### src/rtl/dds_update_scheduler_if.sv
// Request/issue bundle between the PID output paths, the update scheduler
// and dds_controller. The master side drives requests and dds_done_in.
interface dds_update_scheduler_if #(
    parameter int DROP_W = 16
);
    logic [47:0]       freq_in;
    logic              freq_dv_in;
    logic [13:0]       phase_in;
    logic              phase_dv_in;
    logic [9:0]        amp_in;
    logic              amp_dv_in;
    logic              dds_done_in;
    logic [47:0]       freq_out;
    logic [13:0]       phase_out;
    logic [9:0]        amp_out;
    logic              freq_dv_out;
    logic              phase_dv_out;
    logic              amp_dv_out;
    logic              busy_out;
    logic              timeout_out;
    logic [DROP_W-1:0] drop_count_out;

    modport master (
        output freq_in, freq_dv_in, phase_in, phase_dv_in, amp_in, amp_dv_in, dds_done_in,
        input  freq_out, phase_out, amp_out, freq_dv_out, phase_dv_out, amp_dv_out,
               busy_out, timeout_out, drop_count_out
    );

    modport slave (
        input  freq_in, freq_dv_in, phase_in, phase_dv_in, amp_in, amp_dv_in, dds_done_in,
        output freq_out, phase_out, amp_out, freq_dv_out, phase_dv_out, amp_dv_out,
               busy_out, timeout_out, drop_count_out
    );
endinterface

### src/rtl/dds_update_scheduler.sv
// Coalesces frequency/phase/amplitude update requests and issues them to
// dds_controller one at a time, round-robin, with done/hold-off/watchdog pacing.
module dds_update_scheduler #(
    parameter int HOLDOFF_CYCLES = 16,
    parameter int TIMEOUT_CYCLES = 4096,
    parameter int DROP_W         = 16
) (
    input  logic                  clk_in,
    input  logic                  reset_n_in,
    dds_update_scheduler_if.slave io_bus
);
    localparam int WAIT_W = (TIMEOUT_CYCLES > 2) ? $clog2(TIMEOUT_CYCLES) : 1;
    localparam int HOLD_W = (HOLDOFF_CYCLES > 2) ? $clog2(HOLDOFF_CYCLES) : 1;

    typedef enum logic [1:0] {S_IDLE, S_ISSUE, S_WAIT, S_HOLDOFF} state_t;

    state_t            r_state, w_state_next;
    logic [2:0]        r_pend, w_pend_next, w_dv_in, w_grant_oh, w_drop;
    logic [2:0]        r_dv, w_dv_next;
    logic [1:0]        r_rr_ptr, r_sel, w_c0, w_c1, w_c2, w_grant_idx;
    logic              w_any, w_issue;
    logic [47:0]       r_freq_val, r_freq_out;
    logic [13:0]       r_phase_val, r_phase_out;
    logic [9:0]        r_amp_val, r_amp_out;
    logic [WAIT_W-1:0] r_wait_cnt, w_wait_next;
    logic [HOLD_W-1:0] r_hold_cnt, w_hold_next;
    logic              r_timeout, w_timeout_next;
    logic [DROP_W-1:0] r_drop_cnt;
    logic [DROP_W:0]   w_drop_sum;

    // Field indices: 0 = freq, 1 = phase, 2 = amp.
    function automatic logic [1:0] rr_next(input logic [1:0] idx);
        return (idx == 2'd2) ? 2'd0 : idx + 2'd1;
    endfunction

    assign w_dv_in = {io_bus.amp_dv_in, io_bus.phase_dv_in, io_bus.freq_dv_in};
    assign w_c0    = r_rr_ptr;
    assign w_c1    = rr_next(w_c0);
    assign w_c2    = rr_next(w_c1);

    always_comb begin
        w_any       = 1'b1;
        w_grant_idx = w_c0;
        if (r_pend[w_c0])      w_grant_idx = w_c0;
        else if (r_pend[w_c1]) w_grant_idx = w_c1;
        else if (r_pend[w_c2]) w_grant_idx = w_c2;
        else                   w_any       = 1'b0;
    end

    assign w_grant_oh = w_issue ? (3'b001 << w_grant_idx) : 3'b000;

    // A field granted on the same edge as a new request keeps its pend bit
    // without counting a drop: the old value is the one being issued.
    for (genvar gi = 0; gi < 3; gi++) begin : g_pend
        assign w_pend_next[gi] = (r_pend[gi] & ~w_grant_oh[gi]) | w_dv_in[gi];
        assign w_drop[gi]      = w_dv_in[gi] & r_pend[gi] & ~w_grant_oh[gi];
    end

    assign w_drop_sum = {1'b0, r_drop_cnt} + (DROP_W + 1)'($countones(w_drop));

    always_comb begin
        w_state_next   = r_state;
        w_issue        = 1'b0;
        w_dv_next      = 3'b000;
        w_wait_next    = r_wait_cnt;
        w_hold_next    = r_hold_cnt;
        w_timeout_next = r_timeout;
        unique case (r_state)
            S_IDLE: begin
                if (w_any) begin
                    w_issue      = 1'b1;
                    w_state_next = S_ISSUE;
                end
            end
            S_ISSUE: begin
                w_dv_next    = 3'b001 << r_sel;
                w_wait_next  = '0;
                w_state_next = S_WAIT;
            end
            S_WAIT: begin
                if (io_bus.dds_done_in) begin
                    w_hold_next  = '0;
                    w_state_next = (HOLDOFF_CYCLES == 0) ? S_IDLE : S_HOLDOFF;
                end else if (int'(r_wait_cnt) == TIMEOUT_CYCLES - 1) begin
                    w_timeout_next = 1'b1;
                    w_hold_next    = '0;
                    w_state_next   = (HOLDOFF_CYCLES == 0) ? S_IDLE : S_HOLDOFF;
                end else begin
                    w_wait_next = r_wait_cnt + WAIT_W'(1);
                end
            end
            S_HOLDOFF: begin
                if (int'(r_hold_cnt) >= HOLDOFF_CYCLES - 1) w_state_next = S_IDLE;
                else                                        w_hold_next  = r_hold_cnt + HOLD_W'(1);
            end
            default: w_state_next = S_IDLE;
        endcase
    end

    always_ff @(posedge clk_in or negedge reset_n_in) begin
        if (!reset_n_in) r_state <= S_IDLE;
        else             r_state <= w_state_next;
    end

    always_ff @(posedge clk_in or negedge reset_n_in) begin
        if (!reset_n_in) begin
            r_pend      <= '0;
            r_dv        <= '0;
            r_rr_ptr    <= '0;
            r_sel       <= '0;
            r_freq_val  <= '0;
            r_phase_val <= '0;
            r_amp_val   <= '0;
            r_freq_out  <= '0;
            r_phase_out <= '0;
            r_amp_out   <= '0;
            r_wait_cnt  <= '0;
            r_hold_cnt  <= '0;
            r_timeout   <= 1'b0;
            r_drop_cnt  <= '0;
        end else begin
            r_pend     <= w_pend_next;
            r_dv       <= w_dv_next;
            r_wait_cnt <= w_wait_next;
            r_hold_cnt <= w_hold_next;
            r_timeout  <= w_timeout_next;
            r_drop_cnt <= w_drop_sum[DROP_W] ? {DROP_W{1'b1}} : w_drop_sum[DROP_W-1:0];
            if (w_issue) begin
                r_sel    <= w_grant_idx;
                r_rr_ptr <= rr_next(w_grant_idx);
            end
            if (w_grant_oh[0]) r_freq_out  <= r_freq_val;
            if (w_grant_oh[1]) r_phase_out <= r_phase_val;
            if (w_grant_oh[2]) r_amp_out   <= r_amp_val;
            if (w_dv_in[0])    r_freq_val  <= io_bus.freq_in;
            if (w_dv_in[1])    r_phase_val <= io_bus.phase_in;
            if (w_dv_in[2])    r_amp_val   <= io_bus.amp_in;
        end
    end

    assign io_bus.freq_out       = r_freq_out;
    assign io_bus.phase_out      = r_phase_out;
    assign io_bus.amp_out        = r_amp_out;
    assign io_bus.freq_dv_out    = r_dv[0];
    assign io_bus.phase_dv_out   = r_dv[1];
    assign io_bus.amp_dv_out     = r_dv[2];
    assign io_bus.busy_out       = (r_state != S_IDLE);
    assign io_bus.timeout_out    = r_timeout;
    assign io_bus.drop_count_out = r_drop_cnt;
endmodule

### src/flat_wrapper.sv
// flat-port wrapper written by rule: the top's interface ports become plain ports
module dds_update_scheduler_flat 
#(
    parameter int HOLDOFF_CYCLES = 16,
    parameter int TIMEOUT_CYCLES = 4096,
    parameter int DROP_W         = 16
)
  (clk_in, reset_n_in, io_bus_freq_in, io_bus_freq_dv_in, io_bus_phase_in, io_bus_phase_dv_in, io_bus_amp_in, io_bus_amp_dv_in, io_bus_dds_done_in, io_bus_freq_out, io_bus_phase_out, io_bus_amp_out, io_bus_freq_dv_out, io_bus_phase_dv_out, io_bus_amp_dv_out, io_bus_busy_out, io_bus_timeout_out, io_bus_drop_count_out);
  dds_update_scheduler_if #(.DROP_W(DROP_W)) io_bus_i ();
  input  logic clk_in;
  input  logic reset_n_in;
  input wire logic [$bits(io_bus_i.freq_in)-1:0] io_bus_freq_in;
  input wire logic [$bits(io_bus_i.freq_dv_in)-1:0] io_bus_freq_dv_in;
  input wire logic [$bits(io_bus_i.phase_in)-1:0] io_bus_phase_in;
  input wire logic [$bits(io_bus_i.phase_dv_in)-1:0] io_bus_phase_dv_in;
  input wire logic [$bits(io_bus_i.amp_in)-1:0] io_bus_amp_in;
  input wire logic [$bits(io_bus_i.amp_dv_in)-1:0] io_bus_amp_dv_in;
  input wire logic [$bits(io_bus_i.dds_done_in)-1:0] io_bus_dds_done_in;
  output wire logic [$bits(io_bus_i.freq_out)-1:0] io_bus_freq_out;
  output wire logic [$bits(io_bus_i.phase_out)-1:0] io_bus_phase_out;
  output wire logic [$bits(io_bus_i.amp_out)-1:0] io_bus_amp_out;
  output wire logic [$bits(io_bus_i.freq_dv_out)-1:0] io_bus_freq_dv_out;
  output wire logic [$bits(io_bus_i.phase_dv_out)-1:0] io_bus_phase_dv_out;
  output wire logic [$bits(io_bus_i.amp_dv_out)-1:0] io_bus_amp_dv_out;
  output wire logic [$bits(io_bus_i.busy_out)-1:0] io_bus_busy_out;
  output wire logic [$bits(io_bus_i.timeout_out)-1:0] io_bus_timeout_out;
  output wire logic [$bits(io_bus_i.drop_count_out)-1:0] io_bus_drop_count_out;
  assign io_bus_i.freq_in = io_bus_freq_in;
  assign io_bus_i.freq_dv_in = io_bus_freq_dv_in;
  assign io_bus_i.phase_in = io_bus_phase_in;
  assign io_bus_i.phase_dv_in = io_bus_phase_dv_in;
  assign io_bus_i.amp_in = io_bus_amp_in;
  assign io_bus_i.amp_dv_in = io_bus_amp_dv_in;
  assign io_bus_i.dds_done_in = io_bus_dds_done_in;
  assign io_bus_freq_out = io_bus_i.freq_out;
  assign io_bus_phase_out = io_bus_i.phase_out;
  assign io_bus_amp_out = io_bus_i.amp_out;
  assign io_bus_freq_dv_out = io_bus_i.freq_dv_out;
  assign io_bus_phase_dv_out = io_bus_i.phase_dv_out;
  assign io_bus_amp_dv_out = io_bus_i.amp_dv_out;
  assign io_bus_busy_out = io_bus_i.busy_out;
  assign io_bus_timeout_out = io_bus_i.timeout_out;
  assign io_bus_drop_count_out = io_bus_i.drop_count_out;
  dds_update_scheduler #(.HOLDOFF_CYCLES(HOLDOFF_CYCLES), .TIMEOUT_CYCLES(TIMEOUT_CYCLES), .DROP_W(DROP_W)) u_core (.clk_in(clk_in), .reset_n_in(reset_n_in), .io_bus(io_bus_i));
endmodule
### config.mk
export PLATFORM = sky130hd
export DESIGN_NAME = dds_update_scheduler_flat
export DESIGN_NICKNAME = d
export VERILOG_FILES = /design/src/rtl/dds_update_scheduler_if.sv /design/src/rtl/dds_update_scheduler.sv /design/src/flat_wrapper.sv
export SDC_FILE = /design/constraint.sdc
export NUM_CORES = 1
export LEC_CHECK = 0
export CAP_MARGIN = 20
export CORE_MARGIN = 5
export CORE_UTILIZATION = 45
export DETAILED_ROUTE_END_ITERATION = 8
export PLACE_DENSITY = 0.76
export SYNTH_ARGS = -nofsm -noshare
export SYNTH_HDL_FRONTEND = slang
export SYNTH_SLANG_ARGS = --single-unit
### constraint.sdc
create_clock -name clk_in -period 3.63 [get_ports clk_in]
set_input_delay 0.9075 -clock clk_in [delete_from_list [all_inputs] [get_ports clk_in]]
set_output_delay 0.9075 -clock clk_in [all_outputs]
set_load 0.1 [all_outputs]
==> impl_metrics.yaml, run 1 <==
clock_network:
  cts-buffers-inserted: 17
  root_buffer: "clkbuf_16"
  clk_latency_ns: 0.43
  clk_pin_slew_ns: 0.07
  cts_tree: "built"
  hold_buffers: 0
  cts-htree-levels: 4
  cts_max_path_buffers: 2
  clock-sinks: 189
timing:
  tightest_slew_ns: 0.9929
  finalSetupViolations: 0
  hold_violations: 0
  worst_slack_ns: 0.1362
  finalCriticalPeriod_ns: 3.494
  timing.slew.headroom_pct: 33.60
  fin_skew_ns: 0.01132
  post-route-period-util_pct: 96.25
  finalHoldWorstSlack_ns: 0.4619
  max_freq_ghz: 0.2862
  slew_violations: 0
routing:
  wire_per_inst_um: 17.11
  first_iter_violations: 249
  drt-met1-wl_um: 6581
  topRoutingLayerUsed: "met4"
  vias_per_cell: 5.182
  dr.pass1.iters: 5
  ant_nets: 0
  drc: 0
  drt_wl_total_um: 16530
  vias: 5006
  wl_met2_um: 8627
  met3_length_um: 956
synth:
  synth_top_family_by_area: "multiplexers"
  synth_flop_cell: "dfrtp_1"
  netlist_instances: 544
  synth_area_leader_cell: "dfrtp_1"
  synthMuxAreaShare_pct: 22.55
  synth-simple-area-share_pct: 6.748
  synth-compound-area-share_pct: 3.746
  yosysSeqAreaShare_pct: 61.03
  yosysUniqueCellTypes: 56
  syn_area_per_cell_sq_um: 14.25
  synth.top_cell.area_share_pct: 61.03
  yosys_warnings: 0
  synth-edff-count: 0
  synthArstFlopShare_pct: 100.0
  syn_area_sq_um: 7750
  synthTopCellsByArea: "dfrtp_1, mux2_2, mux2_4, nand2_1, ha_1"
  syn_nets: 632
  synth_seq_cells: 189
  synth-xor-area-share_pct: 1.808
  synthAdderAreaFrac_pct: 1.808
floorplan:
  fp.dieH_um: 141.2
  core-area_sq_um: 17120
  die_area_sq_um: 19950
  initial_utilization_pct: 45.28
  io_pins: 171
  die_x_um: 141.2
  rows: 48
critical_path:
  cp_max_fo: 11
  critical-path-top-delay-family: "simple AND/OR/NAND/NOR gates"
  cp-end-kind: "flop"
  worstPathArrival_ns: 3.86
  crit_buf_inv: 1
  crit_chain: "nor2b_1 -> o22ai_1 -> a21oi_1 -> or3_1 -> and3_1 -> ha_1 -> fa_1 -> inv_1 -> fa_2 -> or2_2 -> or4_4 -> nand3_1 -> o21a_1"
  crit_type: "reg2reg"
  slowest_stage: "or4_4"
  required_ns: 4.00
  slowest_delay_ns: 0.50
  cp-start-kind: "flop"
grt:
  grt_max_degree: 67
  grt_pass1_wl_um: 27440
  antenna_found_initial: 1
  overflow: 0
  track_usage_pct: 17.09
  grt_pass1_vias: 5417
min_path:
  worstHoldPathType: "in2async"
flow_run:
  cap_violations: 0
place:
  io_buffer_count: 170
  place_congestion: 0.8011
  place_ws_ns: -0.02308
  place_area_sq_um: 9593
  dp_hpwl_um: 11710
  dp.cells: 932
layout:
  area_delta_synth_final_pct: 31.47
  drive_gt1_share_pct: 35.68
  nets: 815
  finalInstanceArea_sq_um: 10190
  fin_cells: 966
status:
  status: "complete, no violations"
-- metrics by stage --
step | setup TNS [ns] | util (%)
after floorplan | 0 | -
after global placement | 0 | 56.05
after detailed placement | -0.02308 | 56.05
after CTS | 0 | 59.44
after global routing | -0.001693 | 59.52
final | 0 | 59.52
-- state kept, by name, indices dropped and copies added (netlist names) --
name,flops
u_core.r_rr_ptr,2
u_core.io_bus.freq_out,48
u_core.r_sel,2
u_core.io_bus.drop_count_out,16
u_core.r_freq_val,48
u_core.r_wait_cnt,12
u_core.r_hold_cnt,4
u_core.r_phase_val,14
u_core.r_dv,3
u_core.io_bus.amp_out,10
u_core.r_pend,3
u_core.r_state,2
u_core.io_bus.phase_out,14
u_core.io_bus.timeout_out,1
u_core.r_amp_val,10
-- placed cells by master, fill, tap and decap left out, types with 15 or more instances in the layout --
cell type        netlist  layout
inv_1                 15      15
mux2_2               129     129
clkbuf_16              0      17
nand3_1               15      15
mux2_4                16      16
clkdlybuf4s50_1        0     108
buf_4                  4      73
nand2_1               31      31
nor2_1                19      19
dfrtp_1              189     188
-- metal layers --
layer / up-vias / global-route usage, %
li1: 2286 / -
met1: 2576 / 20.50
met2: 121 / 29.25
met3: 23 / 4.681
met4: 0 / 6.731
met5: - / 0
-- kinds of logic (layout without fill, tap and decap cells) --
kind of cell | count (synthesis) | in the layout
flops | 189 | 189
mux | 150 | 150
simple gates | 103 | 103
compound gates | 40 | 40
buf+inv | 36 | 232
xor+xnor | 16 | 16
fa+ha+maj | 10 | 10
other cells | 0 | 1
-- worst paths after layout --
| kind | from | to | slack, ns | cells past startpoint |
|---|---|---|---|---|
| min | reset_n_in | u_core.io_bus.freq_out[19]$_DFFE_PN0P_ | 0.46 | 1 |
| max reg2reg | u_core.r_pend[0]$_DFF_PN0_ | u_core.io_bus.drop_count_out[11]$_DFF_PN0_ | 0.14 | 13 |
| max in group asynchronous | reset_n_in | u_core.r_pend[0]$_DFF_PN0_ | 2.39 | 2 |
| min reg2reg | u_core.r_phase_val[3]$_DFFE_PN0P_ | u_core.io_bus.phase_out[3]$_DFFE_PN0P_ | 0.49 | 1 |
| min in group clk_in | u_core.r_phase_val[3]$_DFFE_PN0P_ | u_core.io_bus.phase_out[3]$_DFFE_PN0P_ | 0.49 | 1 |
| max | u_core.r_pend[0]$_DFF_PN0_ | u_core.io_bus.drop_count_out[11]$_DFF_PN0_ | 0.14 | 13 |
-- Yosys cell counts (2+ instances only) --
cell and count:
o211ai_1 3, and3_1 8, xor2_1 8, mux2_2 129
inv_1 15, nand2_1 31, a211oi_1 2, buf_6 2
nor2b_1 4, o31ai_1 2, and4_1 2, fa_1 2
clkbuf_1 5, xnor2_1 8, buf_4 4, ha_1 8
dfrtp_1 189, a21boi_1 2, nor3b_1 3, nand2b_1 2
a21oi_1 8, buf_2 2, nand3_1 15, o21ai_0 7
nor3_1 4, nor2_1 19, a21o_1 2, mux2_1 4
mux2_4 16, nand4_1 6, buf_1 7
-- area by class of cell --
cell class | count | area, sq um
fillers | 1372 | 6928
flip-flops and latches | 189 | 4731
multi-input cells | 319 | 2850
repair buffers | 185 | 1685
clock buffers | 18 | 429.2
well taps | 225 | 281.5
clock inverters | 14 | 152.6
inverters | 15 | 56.30
diodes | 1 | 2.502
-- timing repair --
item,4_1_cts,5_1_grt
gates resized for setup,0,3
endpoints found under the setup margin,0,5
setup buffers,0,1
Power of run 1 is left out: the tool's default activity adds up to more than one toggle a clock period on the data nets, which glitch-free logic cannot reach.
==> run 2: changes to the inputs <==
Settings changed: ABC_AREA set to 0, CAP_MARGIN 20 to not set.
==> results of run 2 <==
Same layout as run 1: the final DEF is identical, and so are final timing and power.
Power of run 2 is left out for the same reason.
==> edit 1, RTL diff (config.mk and constraints of run 1) <==
`HOLDOFF_CYCLES` is set to 16 in 2 places; all go to 32.
--- a/src/rtl/dds_update_scheduler.sv
+++ b/src/rtl/dds_update_scheduler.sv
@@ -1,7 +1,7 @@
 // Coalesces frequency/phase/amplitude update requests and issues them to
 // dds_controller one at a time, round-robin, with done/hold-off/watchdog pacing.
 module dds_update_scheduler #(
-    parameter int HOLDOFF_CYCLES = 16,
+    parameter int HOLDOFF_CYCLES = 32,
     parameter int TIMEOUT_CYCLES = 4096,
     parameter int DROP_W         = 16
 ) (
--- a/src/flat_wrapper.sv
+++ b/src/flat_wrapper.sv
@@ -1,7 +1,7 @@
 // flat-port wrapper written by rule: the top's interface ports become plain ports
 module dds_update_scheduler_flat 
 #(
-    parameter int HOLDOFF_CYCLES = 16,
+    parameter int HOLDOFF_CYCLES = 32,
     parameter int TIMEOUT_CYCLES = 4096,
     parameter int DROP_W         = 16
 )
Behaviour: same outputs for any inputs over 4 cycles, from zero or initial values and one cycle with reset_n_in low; that may be too few to reach the edited logic, so the function may still have changed.
==> edit 1 against run 1 <==
  * Design area increased by 0.12%
  * Sequential share of layout area increased by 0.18 points
  * Sequential cell count increased by 1
  * Fmax increased by 5.3%
  * Wire length increased by 2.1%
  * Area after synthesis increased by 0.29%
  * Setup slack improved by 0.17 ns
  * Global-route usage increased by 0.29 points
  * Non-clock buffer count decreased by 1
  * Count of clock-buffer cells in the layout increased by 4
  * Largest cell class unchanged
Power is not shown: default switching activity piles up to over one toggle a cycle in this logic, so the estimate is an artifact.
==> edit 1: results (changes against run 1) <==
Routing
  • M1 wire length: 6820 microns (was 6580 microns)
  • WL final: 16900 microns (was 16500 microns)
  • DRT Pass-1 Iters: 4 (was 5)
  • Average vias per placed instance: 5.27 (was 5.18)
  • Met2 Routed Length: 8250 microns (was 8630 microns)
  • Top Metal Used: met4 (unchanged)
  • Starting DRT DRC Count: 145 (was 249)
  • DR vias: 5113 (was 5006)
  • Met3 WL: 1420 microns (was 956 microns)

GRT
  • M3 GR Usage: 0.0745 (was 0.0468)
  • Largest net degree at the start of global routing: 110 (was 67)
  • Initial antenna violation count: 0 (was 1)
  • Total Routing Usage GR: 0.174 (was 0.171)
  • Vias in the first global route: 5535 (was 5417)
  • Met2 GRT Util: 0.286 (was 0.292)
  • First-pass GRT wire length: 28000 microns (was 27400 microns)
  • GR Util met1: 0.204 (was 0.205)

Run status
  • Status: completed (unchanged)

Final layout
  • Nets@finish: 822 (was 815)
  • Post-layout util: 0.596 (was 0.595)
  • Fraction of layout cells with a size suffix above 1: 0.354 (was 0.357)
  • # fillers: 1375 (was 1372)
  • # diodes: 0 (was 1)

Setup path
  • Slowest cell on the critical path: or3_4 (was or4_4)
  • Max FO, Critical Path: 13 (was 11)
  • CP arrival: 3.67 ns (was 3.86 ns)
  • Worst Setup SP: u_core.r_state[1] (was u_core.r_pend[0])
  • CP peak stage delay: 0.46 ns (was 0.50 ns)
  • Cell family with most CP delay: adder cells (was simple AND/OR/NAND/NOR gates)

Place
  • Placed instance area: 0.00960 sq mm (was 0.00959 sq mm)
  • Placement Setup Slack: 0.0851 ns (was -0.0231 ns)
  • Dpl cells: 939 (was 932)
  • GPL Wtd Cong: 0.834 (was 0.801)
  • Post-DP HPWL: 12000 microns (was 11700 microns)

Yosys
  • Top post-synthesis cells by area: dfrtp_1 61%, mux2_2 21%, ha_1 1.4%, nand2_1 1.4%, nand3_1 0.90% (was dfrtp_1 61%, mux2_2 19%, mux2_4 3.1%, nand2_1 1.5%, ha_1 1.3%)
  • Sequential area share after synthesis: 0.612 (was 0.610)
  • Synth cell count leaders: 190 x dfrtp_1, 146 x mux2_2, 30 x nand2_1, 16 x clkbuf_1, 15 x inv_1 (was 189 x dfrtp_1, 129 x mux2_2, 31 x nand2_1, 19 x nor2_1, 16 x mux2_4)
  • Synth Area in Compound Gates: 0.0539 (was 0.0375)
  • Xor/xnor cell area share of the yosys netlist: 0.00789 (was 0.0181)
  • Number of library cell types mapped by synthesis: 54 (was 56)
  • Post-synth top flop: dfrtp_1 (unchanged)
  • Syn Area/Cell: 14.0 sq um (was 14.2 sq um)
  • Mux share of post-synthesis cell area: 0.215 (was 0.226)
  • Adder-Cell Fraction of Synth Area: 0.0196 (was 0.0181)
  • Syn_nets: 646 (was 632)

STA
  • Rel. slew slack: 0.334 (was 0.336)
  • Clk_skew: 0.00917 ns (was 0.0113 ns)

Hold path
  • Hold Crit Class: primary input to async pin (unchanged)

CTS
  • CTS buffer count: 17 (unchanged)
  • Root buffer cell: clkbuf_16 (unchanged)
## edit 1: cell types whose count changed in the layout (fill, tap and decap cells not counted), moves of 6 or more
cell / delta
mux2_2: +17
mux2_4: -16
nor2_1: -13
buf_4: +6
clkdlybuf4s50_1: -6
o31ai_1: +6
or4_1: +6
## edit 1: layout make-up
class | instances | area share
timing repair buffer | 184 | 0.162
clock buffer | 22 | 0.0455
clock inverter | 10 | 0.0135
tap | 225 | 0.0276
inverter | 15 | 0.00552
sequential | 190 | 0.466
multi-input combinational | 325 | 0.280
## edit 1: final timing paths
| kind | slack, ns | to |
|---|---|---|
| max | 0.31 | u_core.io_bus.drop_count_out[4] |
| min | 0.40 | u_core.io_bus.drop_count_out[13] |
| max reg2reg | 0.31 | u_core.io_bus.drop_count_out[4] |
| min reg2reg | 0.47 | u_core.io_bus.timeout_out |
| max in group asynchronous | 2.31 | u_core.r_freq_val[34] |
| min in group clk_in | 0.47 | u_core.io_bus.timeout_out |
==> edit 2, RTL diff (settings of run 1) <==
Made on the original files. Make the reset (`reset_n_in`) synchronous in 2 clocked blocks.
--- a/src/rtl/dds_update_scheduler.sv
+++ b/src/rtl/dds_update_scheduler.sv
@@ -97,12 +97,12 @@
         endcase
     end
 
-    always_ff @(posedge clk_in or negedge reset_n_in) begin
+    always_ff @(posedge clk_in) begin
         if (!reset_n_in) r_state <= S_IDLE;
         else             r_state <= w_state_next;
     end
 
-    always_ff @(posedge clk_in or negedge reset_n_in) begin
+    always_ff @(posedge clk_in) begin
         if (!reset_n_in) begin
             r_pend      <= '0;
             r_dv        <= '0;
Formal check against the unedited RTL: differs if reset_n_in is asserted again (counterexample within 4 cycles, from zero or initial values and one cycle with reset_n_in low); with reset_n_in held inactive, the same outputs for 4 cycles.
==> edit 2 against run 1 <==
  * Wire length increased by 7.7%
  * Design area decreased by 4.3%
  * Sequential cell count unchanged
  * Area after synthesis decreased by 5.1%
  * Clock skew decreased by 0.0027 ns
  * Setup slack improved by 0.18 ns
  * Critical path type unchanged
  * Largest cell class unchanged
==> edit 2: results (changes against run 1) <==
Setup path
  • CP arrival: 3.67 ns (was 3.86 ns)
  • Max FO, Critical Path: 13 (was 11)
  • CP peak stage delay: 0.53 ns (was 0.50 ns)
  • Worst Setup EP: u_core.io_bus.drop_count_out[0] (was u_core.io_bus.drop_count_out[11])
  • Cell family with most CP delay: adder cells (was simple AND/OR/NAND/NOR gates)
  • Slowest cell on the critical path: or4_1 (was or4_4)
  • R2r setup slk: 0.31 ns (was 0.14 ns)

Yosys
  • Synth cell count leaders: 189 x dfxtp_1, 116 x nand2_1, 100 x a21oi_1, 84 x nor2_1, 75 x mux2i_1 (was 189 x dfrtp_1, 129 x mux2_2, 31 x nand2_1, 19 x nor2_1, 16 x mux2_4)
  • Mux share of post-synthesis cell area: 0.102 (was 0.226)
  • Synth Area in Compound Gates: 0.136 (was 0.0375)
  • Syn_nets: 904 (was 632)
  • Number of library cell types mapped by synthesis: 59 (was 56)
  • Top post-synthesis cells by area: dfxtp_1 51%, mux2i_1 10%, a21oi_1 6.8%, nand2_1 5.9%, nor2_1 4.3% (was dfrtp_1 61%, mux2_2 19%, mux2_4 3.1%, nand2_1 1.5%, ha_1 1.3%)
  • Xor/xnor cell area share of the yosys netlist: 0.0107 (was 0.0181)
  • Adder-Cell Fraction of Synth Area: 0.0208 (was 0.0181)
  • Synth async-reset ratio: 0 (was 1.00)
  • Sequential area share after synthesis: 0.515 (was 0.610)
  • Post-synth top flop: dfxtp_1 (was dfrtp_1)

Routing
  • Starting DRT DRC Count: 252 (was 249)
  • Average vias per placed instance: 5.15 (was 5.18)
  • WL final: 17800 microns (was 16500 microns)

Hold path
  • Hold Crit Class: register to register (was primary input to async pin)

Place
  • Placed instance area: 0.00917 sq mm (was 0.00959 sq mm)
  • Dpl cells: 1165 (was 932)
  • Post-DP HPWL: 12200 microns (was 11700 microns)
  • GPL Wtd Cong: 0.787 (was 0.801)

STA
  • Crit path time final: 3.32 ns (was 3.49 ns)
  • Clk_skew: 0.00865 ns (was 0.0113 ns)
  • Rel. slew slack: 0.333 (was 0.336)
  • WHS: 0.450 ns (was 0.462 ns)

Run status
  • Status: completed (unchanged)

Final layout
  • # diodes: 0 (was 1)
  • Nets@finish: 1057 (was 815)
  • # fillers: 1429 (was 1372)
  • Area of the multi-input gates: 0.00332 sq mm (was 0.00285 sq mm)

GRT
  • Initial antenna violation count: 0 (was 1)
  • Total Routing Usage GR: 0.187 (was 0.171)
  • First-pass GRT wire length: 28600 microns (was 27400 microns)
==> edit 2: cell types whose count changed in the layout (fill, tap and decap cells not counted), sizes merged, moves of 5 or more <==
cell,change
o21ai,+26
buf,-14
dfxtp,+189
mux2i,+74
nor2,+64
mux2,-149
nand2,+85
nand3,+24
clkdlybuf4s50,+16
dfrtp,-189
a21oi,+92
or4,+5
==> edit 2: metal layers <==
layer  vias to the layer above  track usage  part of all wire
met2                       141        0.297              0.46
met4                         0       0.0499             0.011
met1                      2880        0.231              0.44
met5                         -            0                 0
met3                        16       0.0866             0.087
li1                       3123            -                 -
==> edit 2: area by class of cell <==
cell class / count / area share
Tap cell: 216 / 0.0277
Clock buffer: 18 / 0.0440
Sequential cell: 189 / 0.388
Inverter: 15 / 0.00642
Clock inverter: 14 / 0.0153
Timing Repair Buffer: 187 / 0.178
Multi-Input combinational cell: 558 / 0.340
